`src/rtl/pcie_tx_sched.sv`:
```
// Transmit-side link scheduler: 8-cycle frames, COM training until the receiver
// aligns, then round-robin sharing of the lanes between two requesters with IDL fill.
module pcie_tx_sched #(
  parameter int unsigned TRAIN_FRAMES = 4,
  parameter logic [7:0]  COM          = 8'hBC,
  parameter logic [7:0]  IDL          = 8'h7C
) (
  input  logic        IN_CLK_2MHz,
  input  logic        IN_RESET,
  input  logic        IN_ENB,
  input  logic        IN_LINK_OK,
  input  logic        IN_REQ0,
  input  logic [31:0] IN_DATA0,
  input  logic        IN_REQ1,
  input  logic [31:0] IN_DATA1,
  output logic        OUT_GNT0,
  output logic        OUT_GNT1,
  output logic [7:0]  OUT_LANE3,
  output logic [7:0]  OUT_LANE2,
  output logic [7:0]  OUT_LANE1,
  output logic [7:0]  OUT_LANE0,
  output logic        OUT_VALID_TX,
  output logic        OUT_FRAME,
  output logic [1:0]  OUT_STATE
);

  typedef enum logic [1:0] {
    RESET_ST = 2'b00,
    TRAIN    = 2'b01,
    ACTIVE   = 2'b10
  } state_t;

  localparam logic [3:0] TRAIN_MAX = 4'(TRAIN_FRAMES);

  state_t      state_q, state_d;
  logic [2:0]  cnt_q;
  logic [3:0]  train_cnt_q, train_cnt_d;
  logic        ptr_q, ptr_d;
  logic [31:0] lanes_q, lanes_d;
  logic        valid_q, valid_d;
  logic        gnt0_q, gnt0_d;
  logic        gnt1_q, gnt1_d;
  logic        frame_q;
  logic        boundary;
  logic        serve;
  logic        pick0, pick1;

  assign boundary = IN_ENB && (cnt_q == 3'd7);

  // Requester 1 wins when it asks alone, or when both ask and the pointer favours it.
  assign pick1 = IN_REQ1 && (!IN_REQ0 || ptr_q);
  assign pick0 = IN_REQ0 && !pick1;

  always_comb begin
    // NOTE: every signal written here gets a default first, so no path can infer a latch.
    state_d     = state_q;
    train_cnt_d = train_cnt_q;
    ptr_d       = ptr_q;
    lanes_d     = lanes_q;
    valid_d     = valid_q;
    gnt0_d      = 1'b0;
    gnt1_d      = 1'b0;
    serve       = 1'b0;

    if (boundary) begin
      unique case (state_q)
        // The COM frame loaded when leaving RESET_ST counts as the first training frame.
        RESET_ST: begin
          state_d     = TRAIN;
          train_cnt_d = 4'd1;
        end
        TRAIN: begin
          if (train_cnt_q >= TRAIN_MAX && IN_LINK_OK) begin
            state_d = ACTIVE;
            serve   = 1'b1;
          end else if (train_cnt_q < TRAIN_MAX) begin
            train_cnt_d = train_cnt_q + 4'd1;
          end
        end
        ACTIVE: begin
          if (!IN_LINK_OK) begin
            state_d     = TRAIN;
            train_cnt_d = '0;
          end else begin
            serve = 1'b1;
          end
        end
        default: state_d = RESET_ST;
      endcase

      if (!serve) begin
        lanes_d = {4{COM}};
        valid_d = 1'b0;
      end else if (pick0) begin
        lanes_d = IN_DATA0;
        valid_d = 1'b1;
        gnt0_d  = 1'b1;
        ptr_d   = 1'b1;
      end else if (pick1) begin
        lanes_d = IN_DATA1;
        valid_d = 1'b1;
        gnt1_d  = 1'b1;
        ptr_d   = 1'b0;
      end else begin
        lanes_d = {4{IDL}};
        valid_d = 1'b0;
      end
    end
  end

  // Every *_d defaults to hold and boundary needs IN_ENB, so a low enable freezes
  // the frame state while the one-cycle strobes fall back to zero.
  always_ff @(posedge IN_CLK_2MHz or negedge IN_RESET) begin
    if (!IN_RESET) begin
      cnt_q       <= '0;
      state_q     <= RESET_ST;
      train_cnt_q <= '0;
      ptr_q       <= 1'b0;
      lanes_q     <= '0;
      valid_q     <= 1'b0;
      gnt0_q      <= 1'b0;
      gnt1_q      <= 1'b0;
      frame_q     <= 1'b0;
    end else begin
      // NOTE: non-blocking assignments make every flop sample the pre-edge values.
      if (IN_ENB) cnt_q <= cnt_q + 3'd1;
      state_q     <= state_d;
      train_cnt_q <= train_cnt_d;
      ptr_q       <= ptr_d;
      lanes_q     <= lanes_d;
      valid_q     <= valid_d;
      gnt0_q      <= gnt0_d;
      gnt1_q      <= gnt1_d;
      frame_q     <= boundary;
    end
  end

  assign OUT_LANE3    = lanes_q[31:24];
  assign OUT_LANE2    = lanes_q[23:16];
  assign OUT_LANE1    = lanes_q[15:8];
  assign OUT_LANE0    = lanes_q[7:0];
  assign OUT_VALID_TX = valid_q;
  assign OUT_GNT0     = gnt0_q;
  assign OUT_GNT1     = gnt1_q;
  assign OUT_FRAME    = frame_q;
  assign OUT_STATE    = state_q;

endmodule

```
`config.mk`:
```
export PLATFORM = sky130hd
export DESIGN_NAME = pcie_tx_sched
export DESIGN_NICKNAME = d
export VERILOG_FILES = /design/src/rtl/pcie_tx_sched.sv
export SDC_FILE = /design/constraint.sdc
export NUM_CORES = 1
export LEC_CHECK = 0
export CAP_MARGIN = 25
export CORE_AREA = 2 2 101 94
export DETAILED_ROUTE_END_ITERATION = 16
export DIE_AREA = 0 0 103 96
export SLEW_MARGIN = 30
export SYNTH_ARGS = -nofsm -noshare
export SYNTH_HDL_FRONTEND = slang
export SYNTH_SLANG_ARGS = --single-unit
export TNS_END_PERCENT = 20
```
`constraint.sdc`:
```
create_clock -name IN_CLK_2MHz -period 4.56 [get_ports IN_CLK_2MHz]
set_input_delay 0.456 -clock IN_CLK_2MHz [delete_from_list [all_inputs] [get_ports IN_CLK_2MHz]]
set_output_delay 0.456 -clock IN_CLK_2MHz [all_outputs]
set_load 0.01 [all_outputs]
```
======== After elaboration in Yosys (flattened, before gate mapping) ========
Cells that the tools add are included.
Widths: inputs -> output; s select.
storage, ports and cells
  bits in registers ....................... 46
  output and inout port bits .............. 38
operators by class
  add/subtract/negate cells ............... 2
  order comparisons ....................... 2
  equality and inequality tests ........... 7
  multiplexer cells ....................... 25
  reduce and logical (&&, ||, !) cells .... 13
operator list
  kind                 number
  $mux 32              3
  $mux 1               14
  $mux 4               3
  $pmux 4 s3           1
  $ne 2x2->1 const B   4
  $pmux 2 s3           1
  $reduce_and 3->1     2
  $reduce_and 5->1     1
  $add 4x1->4 const B  1
  $ge 4x3->1 const B   1
  $logic_and 1x1->1    4
  $lt 4x3->1 const B   1
  $mux 2               2
  $add 3x1->3 const B  1
  $eq 3x3->1 const B   1
  $reduce_bool 3->1    1
  $eq 2x1->1 const B   1
  $eq 2x2->1 const B   1
  $logic_not 1->1      2
  $logic_not 2->1      1
  $pmux 1 s2           1
  $reduce_bool 2->1    1
  $logic_or 1x1->1     1

======== Longest topological paths before layout ========
  depth in word-level cells ............... 8
  depth in mapped cells ................... 8
  gate-level depth less buffers ........... 7

======== Worst setup path after synthesis ========
Ideal clock, no wire load.
  path type ............................... flip-flop to flip-flop
  start ................................... reg state_q[1] (netlist: OUT_STATE[1])
  end ..................................... reg lanes_q[15]
  arrival time ............................ 1,420 ps
  required time ........................... 4,436 ps
  setup slack ............................. 3,016 ps
  cell stages (with the launch flop) ...... 8
  buffers on the path ..................... 2
  period minus slack after synthesis ...... 1,544 ps
  cells stage by stage .................... dfrtp_1 -> inv_1 -> ha_1 -> buf_4 -> o21ai_2 -> a211oi_2 -> buf_6 -> a21oi_1
between the ends
  cells in the longest elaborated chain, start to end .. 4
  elaborated cells between the ends (all ways) .. 5
ends and longest elaborated chain
  element                                          RTL line  text
  from (decl)                                      35        state_t state_q, state_d;
  from (signal assigned)                           127       state_q <= state_d;
  $eq 2x2->1 / $eq 2x1->1 (equally long branches)  66        unique case (state_q)
  $pmux 1 s2 (*)                                   66
  $mux 1 (*)                                       65        if (boundary) begin
  $mux 32 (*)                                      91        if (!serve) begin
  to (signal assigned)                             130       lanes_q <= lanes_d;
  to (decl)                                        39        logic [31:0] lanes_q, lanes_d;
Mark *: on every way between the ends. The rest lies on a longest branch, timed or not. The select of a mux whose other input is x is not followed.
A chain may end at the register's enable or synchronous reset.

======== Worst setup path in the final report ========
  start ................................... reg state_q[1] (netlist: OUT_STATE[1])
  end ..................................... reg ptr_q
between the ends
  cells in the longest elaborated chain, start to end .. 4
  elaborated cells between the ends (all ways) .. 5
ends and longest elaborated chain
  element                                          RTL line  text
  $eq 2x2->1 / $eq 2x1->1 (equally long branches)  66
  $pmux 1 s2 (*)                                   66
  $mux 1 (*)                                       65
  $reduce_and 3->1 (no source line) (*)            --
  to (signal assigned)                             129       ptr_q <= ptr_d;
  to (decl)                                        38        logic ptr_q, ptr_d;
Marked as above.

==> impl_metrics.py <==
metrics = {
    "sta": {
        "fin_hold_ws_ns": 0.157,
        "tightest_slew_ns": 0.900,
        "skew_ns": 0.00722,
        "fmax_mhz": 443,
        "finalSetupTns_ns": 0,
        "finalHoldViolCount": 0,
        "rsz0062_at_grt": "false",
        "period_minus_slack_ns": 2.26,
        "relSlewSlack": 0.398,
        "maxSlewViolCount": 0,
        "setup_viol": 0,
        "finalCritPeriodShare": 0.495,
    },
    "placement": {
        "port_buffers": 107,
        "post-dp-hpwl_um": 4690,
        "gp_congestion": 0.757,
    },
    "critical_path": {
        "rr_startpoint": "OUT_STATE[1]",
        "critPathBufInv": 1,
        "rr_endpoint": "ptr_q",
        "worstPathArrival_ns": 2.44,
        "start_kind": "flip-flop",
        "path_cells": "inv_1, ha_1, o21ai_2, a211oi_4, nand2_1, o2bb2ai_1",
        "criticalPathCategory": "flip-flop to flip-flop",
        "crit_fanout": 21,
        "slowest_delay_ns": 0.80,
        "r2r_slack_ns": 2.30,
        "rr_worst_depth": 6,
        "endpoint_kind": "flip-flop",
        "critPathRequiredTime_ns": 4.74,
        "cpMaxStageDelayCell": "a211oi_4",
        "critPathTopFamily": "compound AO/OA/AOI/OAI gates",
    },
    "power_and_ir_drop": {
        "leakagePower_nw": 1.34,
        "power.density_nw_per_um2": 510,
        "ir_drop_v": 0.000193,
    },
    "floorplanning": {
        "dieArea_um2": 9890,
        "row_count": 33,
        "die_h_um": 96,
        "io_pins": 108,
        "start_util": 0.244,
        "core_area_um2": 8840,
        "die_width_um": 103,
    },
    "clock_tree": {
        "cts_max_level": 2,
        "clk_path_buf_depth": 2,
        "holdBufCountCts": 0,
        "cts_root_buf": "clkbuf_8",
        "ctsResizeCount": 0,
        "numCtsBuffers": 5,
        "clk_pin_slew_ns": 0.09,
        "cts_tree": "done",
        "clkLatencyLatePin_ns": 0.29,
        "cts.sinks": 46,
        "post-cts-setup-buffer-count": 0,
    },
    "min_path": {
        "holdCritPathClass": "primary input to asynchronous set/reset pin",
    },
    "synth": {
        "syn_area_um2": 2160,
        "syn_area_per_cell_um2": 10.2,
        "syn-num-nets": 289,
        "syn_inst": 212,
        "ys_types": 36,
        "yosysWarnings": 0,
        "seq_area_frac_synth": 0.533,
        "synth_seq_cells": 46,
    },
    "cells_and_area": {
        "final_cell_mix": "106 x clkdlybuf4s50_1, 46 x dfrtp_1, 26 x nor2_1",
        "fin_nets": 390,
        "n_antenna_cell": 0,
        "area_growth_pct": 59.5,
        "layout_commonest_cell": "clkdlybuf4s50_1",
        "drive_gt1_frac": 0.0637,
    },
    "routing": {
        "wirelength_um": 6430,
        "wl_per_cell_um": 14.7,
        "drt_pass1_iterations": 4,
        "detail-route-antenna-nets": 0,
        "detail_route.vias_per_cell": 4.59,
        "drt_iter0_markers": 55,
        "via_count": 2003,
        "drc": 0,
    },
    "grt": {
        "grt_overflow": 0,
        "track_usage": 0.128,
        "grt_pass1_vias": 1933,
        "antenna_found_initial": 0,
        "grt_max_degree": 47,
        "grt_pass1_wl_um": 9720,
    },
    "job": {
        "maxCapViolCount": 0,
    },
    "outcome": {
        "status": "complete, no violations",
    },
}
area by class of cell:
type / instances / area (um2)
fill: 893 / 5390
sequential: 46 / 1150
timing repair buffer: 107 / 1070
multi-input combinational: 149 / 907
tap: 122 / 153
clock buffer: 6 / 82.6
clock inverter: 2 / 60.1
inverter: 4 / 20.0
how the worst max path moves through the flow:
stage	from	to	slack (ns)	cells past startpoint
2_1_floorplan	OUT_STATE[1]	lanes_q[15]	3.02	7
3_5_place_dp	IN_ENB	ptr_q	2.12	5
4_1_cts	OUT_STATE[1]	ptr_q	2.29	6
6_report	OUT_STATE[1]	ptr_q	2.30	6
5_1_grt	OUT_STATE[1]	ptr_q	2.12	6
3_3_place_gp	IN_ENB	ptr_q	2.10	5
cell usage after synthesis:
master	count	area share
o21a_1	1	0.0035
a22o_1	1	0.0041
o21ai_2	1	0.0041
a211oi_2	1	0.0058
mux2i_1	1	0.0046
and2_1	2	0.0058
a21oi_1	23	0.053
nor3_2	1	0.0046
o32a_1	1	0.0046
o21ai_0	7	0.016
o21ai_1	7	0.016
ha_1	7	0.041
buf_2	7	0.016
o22a_1	2	0.0081
o21bai_1	1	0.0035
nand4_1	2	0.0058
clkbuf_1	1	0.0017
a21oi_2	1	0.0041
a22oi_1	12	0.042
inv_2	1	0.0017
nand2_2	1	0.0029
dfrtp_1	46	0.53
nand2b_1	1	0.0029
nand2_1	22	0.038
clkinv_4	1	0.0041
o311ai_4	1	0.012
o2bb2ai_1	1	0.0041
o221ai_1	1	0.0041
o22ai_1	21	0.061
buf_6	3	0.016
nor2_1	26	0.045
mux2_2	2	0.010
inv_1	2	0.0035
buf_4	2	0.0070
xor2_1	1	0.0041
nand2_4	1	0.0052
through the flow:
step                      cell area [um2]  setup WS, ns  utilization  std cells  power (mW)
after detailed placement             3300          2.12        0.373        428        1.40
after CTS                            3440          2.29        0.390        436        1.78
after global routing                 3440          2.12        0.390        436        1.88
after floorplan                      2160          3.02            -        212        1.01
after global placement               3300          2.10        0.373        428        1.38
final                                3440          2.30        0.390        436        1.76
registers in the layout, indices dropped and copies added (netlist names):
| register | count |
|---|---|
| cnt_q | 3 |
| OUT_FRAME | 1 |
| OUT_GNT1 | 1 |
| OUT_VALID_TX | 1 |
| OUT_GNT0 | 1 |
| train_cnt_q | 4 |
| OUT_STATE | 2 |
| lanes_q | 32 |
| ptr_q | 1 |
cell families after synthesis:
kind of cell             share of synthesized area
AO/OA/AOI/OAI                                0.246
buffers and inverters                       0.0498
multiplexers                                0.0151
adder cells (fa/ha/maj)                     0.0406
XOR/XNOR                                   0.00406
flip-flops                                   0.533
AND/OR/NAND/NOR                              0.111
per-layer routing:
layer,share of wire,global-route usage
met5,0,0
met4,0.0022,0.0230
met3,0.077,0.0385
met2,0.49,0.221
met1,0.43,0.158
report_power, final:
group	total, mW	leakage [nW]	switching, mW	internal (mW)
clock	0.374	0.0714	0.140	0.234
sequential	0.642	0.535	0.0910	0.551
combinational	0.739	0.731	0.347	0.391
Power figures use the tool's default switching activity.
